File: config.mk
export PLATFORM = sky130hd
export DESIGN_NAME = fetch_arbiter
export DESIGN_NICKNAME = d
export VERILOG_FILES = /design/src/rtl/fetch_arbiter.sv
export SDC_FILE = /design/constraint.sdc
export NUM_CORES = 1
export LEC_CHECK = 0
export ABC_AREA = 1
export ABC_CLOCK_PERIOD_IN_PS = 1800
export BUFFER_PORTS_ARGS = -buffer_cell sky130_fd_sc_hd__clkbuf_2
export CAP_MARGIN = 40
export CORE_UTILIZATION = 44
export DETAILED_ROUTE_END_ITERATION = 6
export PLACE_DENSITY = 0.62
export SKIP_LAST_GASP = 1
export SYNTH_ARGS = -nofsm -noshare
export SYNTH_HDL_FRONTEND = slang
export SYNTH_SLANG_ARGS = --single-unit
File: constraint.sdc
create_clock -name clk -period 1.8 [get_ports clk]
set_clock_uncertainty 0.05 [all_clocks]
set_input_delay 0 -clock clk [delete_from_list [all_inputs] [get_ports clk]]
set_output_delay 0 -clock clk [all_outputs]
set_load 0.05 [all_outputs]
File: src/rtl/fetch_arbiter.sv
// Round-robin arbiter granting three tile requesters access to one fetch engine.
// Handles grant timeouts and deferred address-pointer flushes.
module fetch_arbiter #(
    parameter int unsigned TIMEOUT_CYCLES = 64
) (
    input  logic       clk,
    input  logic       rst_n,
    input  logic [2:0] req,
    input  logic       flush,
    input  logic       fetch_done,
    output logic       start_fetch,
    output logic [1:0] buffer_select,
    output logic       reset_addr_counters,
    output logic [2:0] grant,
    output logic [2:0] done,
    output logic       busy,
    output logic       timeout
);

    localparam int unsigned CW = $clog2(TIMEOUT_CYCLES);
    localparam logic [CW-1:0] CNT_LAST = CW'(TIMEOUT_CYCLES - 1);

    typedef enum logic [1:0] {
        IDLE  = 2'b00,
        ISSUE = 2'b01,
        WAIT  = 2'b10,
        CLEAR = 2'b11
    } state_t;

    state_t        state;
    state_t        state_nx;
    logic [CW-1:0] cnt;
    logic [CW-1:0] cnt_nx;
    logic          pend;
    logic          pend_nx;
    logic [1:0]    last;
    logic [1:0]    last_nx;
    logic [2:0]    grant_nx;
    logic [1:0]    sel_nx;
    logic [2:0]    done_nx;
    logic          timeout_nx;
    logic [1:0]    win;

    // Search starts one past the last completed requester.
    always_comb begin
        win = 2'd0;
        unique case (last)
            2'd0: begin
                if (req[1])      win = 2'd1;
                else if (req[2]) win = 2'd2;
                else             win = 2'd0;
            end
            2'd1: begin
                if (req[2])      win = 2'd2;
                else if (req[0]) win = 2'd0;
                else             win = 2'd1;
            end
            default: begin
                if (req[0])      win = 2'd0;
                else if (req[1]) win = 2'd1;
                else             win = 2'd2;
            end
        endcase
    end

    always_comb begin
        state_nx   = state;
        cnt_nx     = cnt;
        pend_nx    = pend;
        last_nx    = last;
        grant_nx   = grant;
        sel_nx     = buffer_select;
        done_nx    = 3'b000;
        timeout_nx = 1'b0;
        unique case (state)
            IDLE: begin
                if (pend || flush) begin
                    pend_nx  = 1'b0;
                    state_nx = CLEAR;
                end else if (req != 3'b000) begin
                    grant_nx = 3'b001 << win;
                    sel_nx   = win;
                    state_nx = ISSUE;
                end
            end
            ISSUE: begin
                pend_nx  = pend | flush;
                cnt_nx   = '0;
                state_nx = WAIT;
            end
            WAIT: begin
                pend_nx = pend | flush;
                // Completion wins over a timeout landing in the same cycle.
                if (fetch_done) begin
                    done_nx  = grant;
                    last_nx  = buffer_select;
                    grant_nx = 3'b000;
                    state_nx = IDLE;
                end else if (cnt == CNT_LAST) begin
                    timeout_nx = 1'b1;
                    grant_nx   = 3'b000;
                    state_nx   = IDLE;
                end else begin
                    cnt_nx = cnt + CW'(1);
                end
            end
            CLEAR: begin
                pend_nx  = flush;
                state_nx = IDLE;
            end
        endcase
    end

    always_ff @(posedge clk or negedge rst_n) begin
        if (!rst_n) begin
            state         <= IDLE;
            cnt           <= '0;
            pend          <= 1'b0;
            last          <= 2'd2;
            grant         <= 3'b000;
            buffer_select <= 2'b00;
            done          <= 3'b000;
            timeout       <= 1'b0;
        end else begin
            state         <= state_nx;
            cnt           <= cnt_nx;
            pend          <= pend_nx;
            last          <= last_nx;
            grant         <= grant_nx;
            buffer_select <= sel_nx;
            done          <= done_nx;
            timeout       <= timeout_nx;
        end
    end

    assign start_fetch         = (state == ISSUE);
    assign reset_addr_counters = (state == CLEAR);
    assign busy                = (state != IDLE);

    a_pulse_excl: assert property (
        @(posedge clk) disable iff (!rst_n)
        !(start_fetch && reset_addr_counters)
    );

endmodule

Yosys cells after proc, flatten, opt, wreduce, memory -nomap -nowiden. Cells that the tools add are included.

Register bits: 20. Output and inout bits: 12. Bits of input ports: 7.

Equality and inequality tests: 12. Reduce and logical (&&, ||, !) cells: 13. Muxes and demuxes: 27. Shift-type cells: 1. Bitwise operators: 2. $add $sub $neg: 1.

Operators by type and width (count): $mux 2 (9); $mux 3 (6); $mux 6 (2); $pmux 6 s2 (1); $ne 2x2->1 const B (5); $pmux 2 s4 (1); $add 6x1->6 const B (1); $eq 6x6->1 const B (1); $ne 3x3->1 const B (2); $pmux 3 s2 (1); $reduce_and 3->1 (2); $reduce_bool 2->1 (3); $mux 1 (5); $eq 2x1->1 const B (2); $eq 2x2->1 const B (2); $logic_not 2->1 (2); $pmux 2 s2 (1); $reduce_and 2->1 (2); $reduce_and 4->1 (1); $pmux 1 s3 (1); $reduce_bool 3->1 (1); $shl 1x2->3 const A (1); $reduce_or 2->1 (1); $logic_or 1x1->1 (1); other kinds (2) (2).

Longest topological paths before layout. Gate-level depths: netlist (run 1).

Depth in word-level cells: 7. Depth in mapped cells: 10. Mapped depth without buffers: 9.

Least setup slack after synthesis (run 1). No wires, ideal clock.

Path kind: register to register. Start: register state[1]. End: register cnt[5]. Cell stages (with the launch flop): 8. Required time: 1.628 ns. Period minus slack after synthesis: 1.695 ns. Arrival: 1.523 ns. Setup slack: 0.105 ns. Library setup time: 0.122 ns. Path through: dfrtp_1 > inv_1 > ha_1 > inv_1 > nor2_1 > inv_1 > nand3_1 > o21ai_1.

Word-level cells in the longest chain between the ends: 3.

RTL lines: start: declaration (RTL line 30) `state_t state;`; start signal: assignment (RTL line 125) `state <= state_nx;`; $eq 2x1->1 *; net start_fetch (RTL line 11) `output logic start_fetch,`; $reduce_bool 2->1 (no line); $reduce_and 3->1 (no line); end signal: assignment (RTL line 126) `cnt <= cnt_nx;`; end: declaration (RTL line 32) `logic [CW-1:0] cnt;`.

The timed path passes the listed nets; every way through them passes the cells marked *. A chain may end at the register's enable or synchronous reset.

Final worst setup path (run 1).
Start: register state[0]. End: register cnt[2].

Word-level cells in the longest chain between the ends: 3.

RTL lines: $eq 2x2->1 or $eq 2x1->1 (tied branches) (RTL line 75) `unique case (state)`; $ne 2x2->1 (no line) or $reduce_bool 2->1 (tied branches); $reduce_and 3->1 (no line).

Several ways; a longest one is shown, not always the timed one.

==> impl_metrics.json, run 1 <==
{
  "status": "finished, final reports clean",
  "power_frac_comb_pct": 53.1,
  "cts-root-buf": "clkbuf_4",
  "clkSinkCount": 20,
  "r2r_start": "state[0]",
  "design_area_mm2": 0.00127,
  "die-area_mm2": 0.00267,
  "finalSetupViolations": 0,
  "endpoint_kind": "flop",
  "viasPerCell": 4.79,
  "worstSkewPairLatency_ps": 300,
  "gr-max-usage-layer": "met2",
  "firstDrtPassIters": 4,
  "coreArea_mm2": 0.00228,
  "grt_setup_unrepaired": "no",
  "final_util_pct": 56.0,
  "synthDistinctLibCells": 23,
  "path_class": "flop to flop",
  "finalNonFillerCells": 182,
  "path_max_fanout": 8,
  "synth_fp_nets": 141,
  "initial_core_util_pct": 47.6,
  "syn2layout_area_growth_pct": 17.7,
  "clk_path_buf_depth": 2,
  "clockPowerShare_pct": 13.3,
  "reg2reg_setup_slack_ps": 200,
  "power_density_mw_per_mm2": 1580,
  "ant_nets": 0,
  "drv_cap": 0,
  "drive_above_1_share_pct": 22.7,
  "p_sw_share_pct": 49.9,
  "cts_tree": "built",
  "io_buffers": 18,
  "startpoint": "state[0]",
  "syn_inst": 129,
  "period_share_pct": 88.8,
  "p_seq_share_pct": 33.6,
  "die_h_um": 51.6,
  "critPathLaunchType": "flop",
  "wirelength_um": 1940,
  "ctsResizeCount": 0,
  "vias": 872,
  "fp-row-count": 17,
  "nets": 167,
  "ir_drop_v": 0.00102,
  "drc": 0,
  "grt_pass1_vias": 839,
  "die_w_um": 51.6,
  "syn-cell-area_mm2": 0.00108,
  "yosys_warnings": 0,
  "antenna_found_initial": 0,
  "placed_area_mm2": 0.00121,
  "r2r-end": "cnt[2]",
  "p_leak_nw": 0.654,
  "met3_usage_pct": 2.92,
  "dp.cells": 175,
  "tns_ps": 0,
  "wl_per_cell_um": 10.6,
  "gp_congestion": 0.792,
  "finalMaxSlewViolations": 0,
  "synth_seq_cells": 20,
  "grt.total_usage_pct": 18.3,
  "seq_area_frac_synth_pct": 46.3,
  "overflow": 0,
  "grt_max_degree": 21,
  "crit_path_end": "cnt[2]",
  "avgSynthCellArea_um2": 8.40,
  "grt_pass1_wl_um": 3520,
  "relSlewSlack_pct": 67.5,
  "tightest_slew_ps": 487,
  "hp-class": "input port to flop",
  "clk_pin_slew_ps": 110,
  "hold_violations": 0,
  "diodes": 0,
  "hpwl_um": 1500,
  "r2r_cells": 7,
  "drt_first_iter_violations": 13,
  "internal_power_mw": 1.01,
  "met1_usage_pct": 23.1,
  "fmax_ghz": 0.626,
  "fin_crit_ps": 1600,
  "finalPower_mw": 2.01,
  "p_sw_mw": 1.00,
  "cts_max_level": 1,
  "crit_required_ps": 1960,
  "cp_data_arrival_time_ps": 1750,
  "pin_count": 19,
  "cts-buffers-inserted": 3,
  "grtUsageMet2_pct": 28.6
}
-- cell type report --
| class | count | area [um2] |
|---|---|---|
| timing repair buffer | 22 | 128 |
| clock buffer | 4 | 36.3 |
| inverter | 20 | 77.6 |
| sequential | 20 | 502 |
| multi-input combinational | 88 | 497 |
| fill | 216 | 1000 |
| tap | 28 | 35.0 |
-- cell usage after synthesis --
master,count,share of area (%)
nand2_1,34,12
nand2_2,1,0.58
nor2_8,2,3.7
nor3_1,3,1.4
o21ai_0,5,2.3
nand3_1,9,4.2
ha_1,5,5.8
o21ai_1,8,3.7
dfrtp_1,19,44
o21ai_4,1,1.5
nor2_1,11,3.8
inv_4,1,0.58
inv_2,1,0.35
clkinv_1,1,0.35
buf_4,1,0.69
or2_2,1,0.58
nand3_4,1,1.6
nor2_4,2,2.1
o21ai_2,1,0.81
nand4_1,2,1.2
dfstp_2,1,2.4
inv_1,17,5.9
a21oi_1,2,0.92
-- how the worst min path moves through the flow --
stage	slack [ps]	cells past startpoint	start	to
global placement	-60	1	rst_n	cnt[3]
finish	80	7	req[2]	grant[2]
detailed placement	-60	1	rst_n	timeout
CTS	90	7	req[2]	grant[2]
global route	130	6	req[2]	state[1]
floorplan	-350	0	rst_n	buffer_select[0]
-- critical path: stages (launching register included) --
cell	delay [ps]
dfrtp_1	400
inv_1	90
ha_1	250
buf_4	170
nor2_1	330
nor2_8	90
nand2_1	70
o21ai_1	60
-- power by group through the flow --
stage,logic [mW],clock network (mW),registers [mW]
after floorplan,0.684,0,0.853
after global placement,1.06,0,0.680
after detailed placement,1.07,0,0.688
after CTS,1.08,0.273,0.677
after global routing,1.19,0.284,0.696
final,1.07,0.267,0.676
-- layout by cell type (no fill, tap or decap), types with 3 or more instances in the layout --
| master | n |
|---|---|
| nand2_1 | 34 |
| dfrtp_1 | 19 |
| clkbuf_2 | 18 |
| inv_1 | 17 |
| nor2_1 | 11 |
| nand3_1 | 9 |
| o21ai_1 | 8 |
| o21ai_0 | 5 |
| ha_1 | 5 |
| nor3_1 | 3 |
| clkbuf_4 | 3 |
| dlygate4sd3_1 | 3 |
-- flip-flops by register name, indices dropped and copies added (netlist names) --
register,flops
buffer_select,2
cnt,6
done,3
grant,3
last,2
pend,1
state,2
timeout,1
-- what timing repair did --
| action | 4_1_cts | 5_1_grt |
|---|---|---|
| hold buffers | 3 | 0 |
| hold endpoints to repair | 22 | 0 |
| buffers inserted | 0 | 0 |
-- cell families (layout without fill, tap and decap cells) --
| logic type | Yosys count | count (layout) | synth area share [%] |
|---|---|---|---|
| and+or+nand+nor | 66 | 66 | 30.8 |
| adders and majority gates | 5 | 5 | 5.77 |
| DFF | 20 | 20 | 46.3 |
| buffers and inverters | 21 | 46 | 7.85 |
| AOI/OAI and AO/OA | 17 | 17 | 9.24 |
-- routing by layer --
layer  share of wire (%)  routed length (um)
met1                  47                 911
met2                  46                 886
met3                 4.1                  80
met4                 3.0                  59
met5                   0                   0
-- stage by stage --
stage | hold slack (ps) | setup slack [ps]
floorplan | -346 | 105
global placement | -64.8 | 274
detailed placement | -60.1 | 195
CTS | 86.8 | 184
global route | 131 | 66.9
finish | 83.1 | 202
Note: power is estimated with default switching activity, not from simulation.
==> run 2: changes to the inputs <==
--- a/config.mk
+++ b/config.mk
@@ -9,9 +9,9 @@
 export ABC_CLOCK_PERIOD_IN_PS = 1800
 export BUFFER_PORTS_ARGS = -buffer_cell sky130_fd_sc_hd__clkbuf_2
 export CAP_MARGIN = 40
-export CORE_UTILIZATION = 44
+export CORE_UTILIZATION = 54
 export DETAILED_ROUTE_END_ITERATION = 6
-export PLACE_DENSITY = 0.62
+export PLACE_DENSITY = 0.74
 export SKIP_LAST_GASP = 1
 export SYNTH_ARGS = -nofsm -noshare
 export SYNTH_HDL_FRONTEND = slang
==> run 2 against run 1 <==
Final cell count is 1.6% lower. Clock-buffer cell count unchanged. Critical path depth is the same. Sequential cell count unchanged. Combinational power barely moved. Fmax down 0.12%. Register-to-register slack hardly changed. Via count is 0.34% higher. Cell area shrank 0.29%. Worst hold slack improved by 21 ps. Clock power fell by 5%. Critical path type unchanged. Largest cell class unchanged.
==> impl_metrics.json, run 2 (synthesized netlist as in run 1, its figures left out) <==
{
  "diodes": 0,
  "critPathLaunchType": "flop",
  "path_max_fanout": 7,
  "finalMaxSlewViolations": 0,
  "grt.total_usage_pct": 20.7,
  "initial_core_util_pct": 60.1,
  "grt_setup_unrepaired": "no",
  "die_h_um": 46.8,
  "ir_drop_v": 0.00103,
  "drt_first_iter_violations": 10,
  "hold_violations": 0,
  "grt_max_degree": 21,
  "vias": 875,
  "period_share_pct": 88.9,
  "grt_pass1_vias": 770,
  "coreArea_mm2": 0.00180,
  "hpwl_um": 1590,
  "power_density_mw_per_mm2": 1580,
  "clk_pin_slew_ps": 110,
  "cts_max_level": 1,
  "die_w_um": 46.8,
  "finalSetupViolations": 0,
  "drive_above_1_share_pct": 22.7,
  "wl_per_cell_um": 10.9,
  "clk_path_buf_depth": 2,
  "worstSkewPairLatency_ps": 290,
  "p_leak_nw": 0.654,
  "fmax_ghz": 0.625,
  "reg.largest.list": "cnt x6, done x3, grant x3",
  "io_buffers": 18,
  "r2r_cells": 7,
  "pin_count": 19,
  "path_class": "flop to flop",
  "regMostFlops": "cnt",
  "clkSinkCount": 20,
  "relSlewSlack_pct": 67.8,
  "viasPerCell": 4.89,
  "cts_setup_buffers": 0,
  "ant_nets": 0,
  "hp-class": "input port to flop",
  "cts-root-buf": "clkbuf_4",
  "firstDrtPassIters": 4,
  "overflow": 0,
  "final_common_cell": "nand2_1",
  "syn2layout_area_growth_pct": 17.3,
  "status": "finished, final reports clean",
  "nFillCells": 171,
  "cp_data_arrival_time_ps": 1740,
  "final_cell_mix": "34 x nand2_1, 19 x dfrtp_1, 18 x clkbuf_2",
  "fin_crit_ps": 1600,
  "wirelength_um": 1950,
  "cts-buffers-inserted": 3,
  "cts_tree": "built",
  "nets": 167,
  "die-area_mm2": 0.00219,
  "crit_required_ps": 1940,
  "drv_cap": 0,
  "finalPower_mw": 2.01,
  "largest_reg_flops": 6,
  "grt_pass1_wl_um": 3170,
  "tns_ps": 0,
  "tightest_slew_ps": 483,
  "min_path_cells": 6,
  "fp-row-count": 15,
  "drc": 0,
  "multi_input_area_um2": 497,
  "antenna_found_initial": 0,
  "endpoint_kind": "flop",
  "regArea_um2": 502,
  "gp_congestion": 0.788
}
## run 2: cell counts in the layout (fill, tap and decap cells not counted)
No cell type changed its count.
## run 2: metrics by stage
stage	instance area, um2	hold slack [ps]	util (%)	worst slack [ps]	std cells
floorplan	1080	-346	-	105	129
global placement	1200	-69.7	66.9	270	172
detailed placement	1200	-61.4	66.9	189	172
CTS	1270	103	70.6	178	179
global route	1270	124	70.6	103	179
finish	1270	104	70.6	200	179
## run 2: what timing repair did
| action | in CTS | in global routing |
|---|---|---|
| hold buffers | 3 | 0 |
| gates resized for setup | 0 | 0 |
| endpoints found under the hold margin | 22 | 0 |
## run 2: final timing paths
check	from	to	slack, ps
max	state[0]	cnt[5]	200
min	req[2]	state[1]	100
max reg2reg	state[0]	cnt[5]	200
min reg2reg	cnt[5]	cnt[5]	470
max in group asynchronous	rst_n	last[1]	1210
min in group asynchronous	rst_n	grant[1]	140
## run 2: layout make-up
| class | count | area share [%] |
|---|---|---|
| Clock buffer | 4 | 2.85 |
| Inverter | 20 | 6.10 |
| Multi-Input combinational cell | 88 | 39.1 |
| Sequential cell | 20 | 39.5 |
| Tap cell | 25 | 2.46 |
| Timing Repair Buffer | 22 | 10.0 |
## run 2: per-layer routing
layer	global-route usage, %	up-vias	part of all wire (%)	wire length, um
met2	36.1	17	51	986
met1	25.9	398	46	900
met4	6.86	0	0	0
li1	-	460	-	-
met3	3.46	0	3.3	64
met5	0	-	0	0
## run 2: power by group
group,leakage (nW),internal [mW],switching [mW]
logic,0.370,0.305,0.770
clock network,0.0210,0.123,0.130
registers,0.263,0.579,0.0988
## run 2: critical path: stages, from the launching register on
cell	delay (ps)
dfrtp_1	390
inv_1	80
ha_1	240
buf_4	170
nor2_1	330
inv_1	80
nand3_1	90
o21ai_1	70
